===== src/rtl/max30003_ecg_unpacker_pkg.sv =====
// rtl/max30003_ecg_unpacker_pkg.sv - ECG_FIFO word field map, ETAG codes and unpacker FSM states
package max30003_ecg_unpacker_pkg;

  localparam logic [2:0] ETAG_VALID     = 3'b000;
  localparam logic [2:0] ETAG_FAST      = 3'b001;
  localparam logic [2:0] ETAG_VALID_EOF = 3'b010;
  localparam logic [2:0] ETAG_FAST_EOF  = 3'b011;
  localparam logic [2:0] ETAG_EMPTY     = 3'b110;
  localparam logic [2:0] ETAG_OVF       = 3'b111;

  localparam int SAMPLE_HI = 23;
  localparam int SAMPLE_LO = 6;
  localparam int ETAG_HI   = 5;
  localparam int ETAG_LO   = 3;

  typedef enum logic [1:0] {
    ST_RUN     = 2'd0,
    ST_RECOVER = 2'd1,
    ST_RESYNC  = 2'd2
  } state_t;

endpackage


===== src/rtl/ecg_sync_fifo.sv =====
// rtl/ecg_sync_fifo.sv - generic synchronous FIFO with extra-MSB pointers
module ecg_sync_fifo #(
  parameter int WIDTH = 26,
  parameter int DEPTH = 16,
  localparam int AW = $clog2(DEPTH)
) (
  input  logic             clk,
  input  logic             rst_n,
  input  logic             push,
  input  logic             pop,
  input  logic [WIDTH-1:0] din,
  output logic [WIDTH-1:0] dout,
  output logic             full,
  output logic             empty,
  output logic [AW:0]      level
);

  logic [WIDTH-1:0] mem [DEPTH];
  logic [AW:0]      wr_ptr;
  logic [AW:0]      rd_ptr;
  logic             push_ok;
  logic             pop_ok;

  // A full FIFO still accepts a write when the head leaves in the same cycle.
  assign pop_ok  = pop && !empty;
  assign push_ok = push && (!full || pop_ok);

  always_ff @(posedge clk) begin
    if (!rst_n) begin
      wr_ptr <= '0;
      rd_ptr <= '0;
    end else begin
      if (push_ok) wr_ptr <= wr_ptr + 1'b1;
      if (pop_ok)  rd_ptr <= rd_ptr + 1'b1;
    end
  end

  always_ff @(posedge clk) begin
    if (push_ok) mem[wr_ptr[AW-1:0]] <= din;
  end

  assign dout  = mem[rd_ptr[AW-1:0]];
  assign empty = (wr_ptr == rd_ptr);
  assign full  = (wr_ptr[AW] != rd_ptr[AW]) && (wr_ptr[AW-1:0] == rd_ptr[AW-1:0]);
  assign level = wr_ptr - rd_ptr;

endmodule


===== src/rtl/max30003_ecg_unpacker.sv =====
// rtl/max30003_ecg_unpacker.sv - MAX30003 ECG_FIFO word decoder, sample buffer and overflow recovery
module max30003_ecg_unpacker
  import max30003_ecg_unpacker_pkg::*;
#(
  parameter int DEPTH = 16,
  parameter int OUT_W = 24,
  parameter int CNT_W = 8,
  localparam int LW = $clog2(DEPTH) + 1
) (
  input  logic             clk,
  input  logic             rst_n,
  input  logic             in_valid,
  input  logic [23:0]      in_word,
  output logic             out_valid,
  input  logic             out_ready,
  output logic [OUT_W-1:0] out_sample,
  output logic             out_fast,
  output logic             out_eof,
  output logic [LW-1:0]    level,
  output logic             fifo_rst_req,
  input  logic             fifo_rst_ack,
  input  logic             clear_flags,
  output logic             ovf_flag,
  output logic             drop_flag,
  output logic [CNT_W-1:0] drop_cnt,
  output logic [CNT_W-1:0] empty_cnt,
  output logic [CNT_W-1:0] err_cnt
);

  logic [2:0]        etag;
  logic signed [17:0] raw;
  logic [OUT_W-1:0]  sext;
  logic              unused_ptag;
  logic              is_data, tag_fast, tag_eof, is_empty, is_ovf, is_err;
  logic              run, resync_hit, push, pop, drop, full, empty;
  logic [OUT_W+1:0]  head;
  state_t            state_q, state_d;

  assign etag        = in_word[ETAG_HI:ETAG_LO];
  assign raw         = in_word[SAMPLE_HI:SAMPLE_LO];
  assign sext        = OUT_W'(raw);
  assign unused_ptag = ^in_word[2:0];

  always_comb begin
    is_data  = 1'b0;
    tag_fast = 1'b0;
    tag_eof  = 1'b0;
    is_empty = 1'b0;
    is_ovf   = 1'b0;
    is_err   = 1'b0;
    case (etag)
      ETAG_VALID:     is_data = 1'b1;
      ETAG_FAST:      begin is_data = 1'b1; tag_fast = 1'b1; end
      ETAG_VALID_EOF: begin is_data = 1'b1; tag_eof = 1'b1; end
      ETAG_FAST_EOF:  begin is_data = 1'b1; tag_fast = 1'b1; tag_eof = 1'b1; end
      ETAG_EMPTY:     is_empty = 1'b1;
      ETAG_OVF:       is_ovf = 1'b1;
      default:        is_err = 1'b1;
    endcase
  end

  // After a device FIFO reset only a non-EOF sample restarts the stream.
  assign run        = in_valid && (state_q == ST_RUN);
  assign resync_hit = in_valid && (state_q == ST_RESYNC) && is_data && !tag_eof;
  assign push       = (run && is_data) || resync_hit;
  assign pop        = out_valid && out_ready;
  assign drop       = push && full && !pop;

  ecg_sync_fifo #(
    .WIDTH(OUT_W + 2),
    .DEPTH(DEPTH)
  ) u_fifo (
    .clk  (clk),
    .rst_n(rst_n),
    .push (push),
    .pop  (pop),
    .din  ({tag_fast, tag_eof, sext}),
    .dout (head),
    .full (full),
    .empty(empty),
    .level(level)
  );

  assign out_valid  = !empty;
  assign out_sample = out_valid ? head[OUT_W-1:0] : '0;
  assign out_eof    = out_valid && head[OUT_W];
  assign out_fast   = out_valid && head[OUT_W+1];

  always_ff @(posedge clk) begin
    if (!rst_n) state_q <= ST_RUN;
    else        state_q <= state_d;
  end

  always_comb begin
    state_d = state_q;
    case (state_q)
      ST_RUN:     if (run && is_ovf) state_d = ST_RECOVER;
      ST_RECOVER: if (fifo_rst_ack) state_d = ST_RESYNC;
      ST_RESYNC:  if (resync_hit) state_d = ST_RUN;
      default:    state_d = ST_RUN;
    endcase
  end

  always_comb begin
    fifo_rst_req = 1'b0;
    if (state_q == ST_RECOVER) fifo_rst_req = 1'b1;
  end

  // Clear outranks any same-cycle set or increment.
  always_ff @(posedge clk) begin
    if (!rst_n || clear_flags) begin
      ovf_flag  <= 1'b0;
      drop_flag <= 1'b0;
      drop_cnt  <= '0;
      empty_cnt <= '0;
      err_cnt   <= '0;
    end else begin
      if (run && is_ovf) ovf_flag <= 1'b1;
      if (drop) begin
        drop_flag <= 1'b1;
        if (drop_cnt != '1) drop_cnt <= drop_cnt + CNT_W'(1);
      end
      if (run && is_empty && empty_cnt != '1) empty_cnt <= empty_cnt + CNT_W'(1);
      if (run && is_err && err_cnt != '1) err_cnt <= err_cnt + CNT_W'(1);
    end
  end

endmodule


===== config.mk =====
export PLATFORM = sky130hd
export DESIGN_NAME = max30003_ecg_unpacker
export DESIGN_NICKNAME = d
export VERILOG_FILES = /design/src/rtl/max30003_ecg_unpacker_pkg.sv /design/src/rtl/ecg_sync_fifo.sv /design/src/rtl/max30003_ecg_unpacker.sv
export SDC_FILE = /design/constraint.sdc
export NUM_CORES = 1
export LEC_CHECK = 0
export ABC_AREA = 1
export CAP_MARGIN = 40
export CORE_MARGIN = 1
export CORE_UTILIZATION = 35
export CTS_CLUSTER_DIAMETER = 30
export DETAILED_ROUTE_END_ITERATION = 10
export HOLD_SLACK_MARGIN = 0.02
export PLACE_DENSITY = 0.57
export SYNTH_ARGS = -nofsm -noshare
export SYNTH_HDL_FRONTEND = slang
export SYNTH_SLANG_ARGS = --single-unit

===== constraint.sdc =====
create_clock -name clk -period 4.5 [get_ports clk]
set_input_delay 0.9 -clock clk [delete_from_list [all_inputs] [get_ports clk]]
set_output_delay 0.9 -clock clk [all_outputs]
set_load 0.05 [all_outputs]

==> flow_summary.yaml <==
timing:
  drv_slew: 0
  slew_headroom_pct: 47.4
  setup_tns_ns: 0
  worstMarginPinSlew_ns: 0.795
  setup_viol: 0
  period_minus_slack_ns: 3.90
  whs_ns: 0.477
  fin_crit_sh_pct: 86.8
  rsz0062_at_grt: "false"
  final.setup_skew_ns: 0.0170
  hold_violations: 0
  max_freq_mhz: 256
status:
  status: "finished, final reports clean"
synthesis:
  synth_cells: 1347
  ys_ff_latch: 362
  yosysTopAreaCellShare_pct: 63.6
  yosysUniqueCellTypes: 33
  ys.flop_type: "edfxtp_1"
  netlist_top_cells_count: "398 x nand2_1, 320 x edfxtp_1, 257 x nand3_1"
  synth.area.top_cells: "edfxtp_1 64%, nand2_1 9.9%, nand3_1 8.5%, dfxtp_1 5.6%, a21oi_1 2.5%"
  synthArstFlopShare_pct: 0
  syn_nets: 1390
  syn-cell-area_sq_um: 15100
  seq_area_frac_synth_pct: 69.1
  ys_warn_count: 0
  synth_edf_count: 320
  avgSynthCellArea_sq_um: 11.2
  synth.most_common_cell: "nand2_1"
  netlist.top_cell.by_area: "edfxtp_1"
global_route:
  grt_pass1_vias: 10369
  grt_max_degree: 62
  antenna_found_initial: 2
  met3_usage_pct: 3.71
  grt_pass1_wl_mm: 61.2
  top_usage_layer: "met2"
  gr-usage-met2_pct: 30.5
  grt_usage_pct: 18.6
  grtUsageMet1_pct: 24.3
  overflow: 0
clock_network:
  clock-sinks: 362
  h-tree-depth: 3
  ctsHoldBuffers: 0
  cts_root_buffer: "clkbuf_16"
  path_clk_slew_ns: 0.05
  post_cts_resize_count: 0
  clk_path_buf_depth: 3
  post_cts_buffers: 0
  cts_tree: "built"
  clk_latency_ns: 0.57
  cts-buffers-inserted: 76
die:
  dieArea_sq_um: 44000
  core_area_sq_um: 42200
  rows: 75
  die_h_um: 210
  initial_utilization_pct: 35.8
  die-width_um: 210
  num_io_pins: 89
placement:
  gp_congestion: 0.766
  port-buffer-count: 85
  hpwl_mm: 21.6
cells_and_area:
  final_core_util_pct: 45.5
  area_growth_pct: 27.0
  nets: 1514
  drive_gt1_share_pct: 14.3
route:
  totalWireLength_mm: 40.0
  drt_pass1_iterations: 5
  via_per_inst: 5.02
  drc_errors: 0
  routedWlPerCell_um: 19.3
  postRouteAntennaNets: 0
  num_vias: 10406
  drtIter0Drc: 719
worst_setup_path:
  required_ns: 3.60
  crit_type: "reg2out"
  start_kind: "flop"
  crit_arrival_ns: 3.00
  end_kind: "primary output"
  rrSetupSlack_ns: 1.69
  cp_max_fo: 59
pwr:
  ir_worst_vdd_mv: 0.553
  pwr_density_cell_nw_per_um2: 573
  p_total_mw: 11.0
  p_leak_nw: 6.94
flow_run:
  maxCapViolCount: 0
hold_path:
  hold_path_class: "reg2reg"
==> final cells by class <==
| type | count | area (sq um) |
|---|---|---|
| Clock buffer | 90 | 2020 |
| Sequential cell | 362 | 10500 |
| Multi-Input combinational cell | 868 | 4110 |
| Fill cell | 3809 | 23000 |
| Timing Repair Buffer | 122 | 1210 |
| Tap cell | 539 | 674 |
| Clock inverter | 49 | 574 |
| Antenna cell | 2 | 5.00 |
| Inverter | 41 | 156 |
==> cell usage in the layout, fill, tap and decap left out, drive strengths merged, types with 16 or more instances in the layout <==
cell and instances:
buf 63, clkinv 29, clkdlybuf4s50 59, o21ai 16, a21oi 75, nor2 48, edfxtp 320, nand3 258
dfxtp 42, nand2 406, clkbuf 90, inv 43, o21a 20
==> flip-flops by register name, summed over array words and instances, names as in the netlist, named ones only <==
name	flops
u_fifo.mem	320
drop_cnt	8
empty_cnt	8
err_cnt	8
u_fifo.rd_ptr	5
u_fifo.wr_ptr	5
state_q	2
drop_flag	1
ovf_flag	1
==> metrics by stage <==
| step | setup WS, ns | instances | instance area, sq um |
|---|---|---|---|
| 2_1_floorplan | 1.41 | 1347 | 15100 |
| 3_3_place_gp | 1.10 | 1929 | 16600 |
| 3_5_place_dp | 1.04 | 1932 | 16600 |
| 4_1_cts | 0.568 | 2071 | 19200 |
| 5_1_grt | 0.422 | 2071 | 19200 |
| 6_report | 0.596 | 2073 | 19200 |
==> routing by layer <==
metal / up-vias / wire length, um
met4: 0 / 920
met5: - / 0
li1: 4980 / -
met1: 5066 / 17600
met3: 69 / 2280
met2: 291 / 19200
==> cells by family (layout without fill, tap and decap cells) <==
family          count (synthesis)  after routing  synth area share, %
simple gates                  725            725                 20.7
fa+ha+maj                      13             13                 1.13
xor+xnor                       18             18                 1.04
compound gates                112            112                 4.06
buf+inv                       117            302                 3.95
flops                         362            362                 69.1
other cells                     0              2                    0
==> worst max-delay path: stages (launching register included) <==
cell,delay (ns)
dfxtp_4,0.75
buf_4,0.65
nand2_1,0.10
nand3_1,0.11
nand3_1,0.07
a21oi_1,0.32
o21a_1,0.19
buf_4,0.20
==> power by group <==
group | internal [mW] | switching (mW)
sequential | 3.70 | 0.0453
combinational | 0.509 | 1.14
clock | 3.87 | 1.74
total | 8.07 | 2.92
==> worst paths after layout <==
kind,from,end,cells after the start
setup / recovery,flop,out_sample[5],7
hold / removal,ovf_flag,ovf_flag,2
setup reg to reg,u_fifo.rd_ptr[2],u_fifo.mem[5][9],12
hold reg to reg,ovf_flag,ovf_flag,2
(Power assumes the default switching activity.)
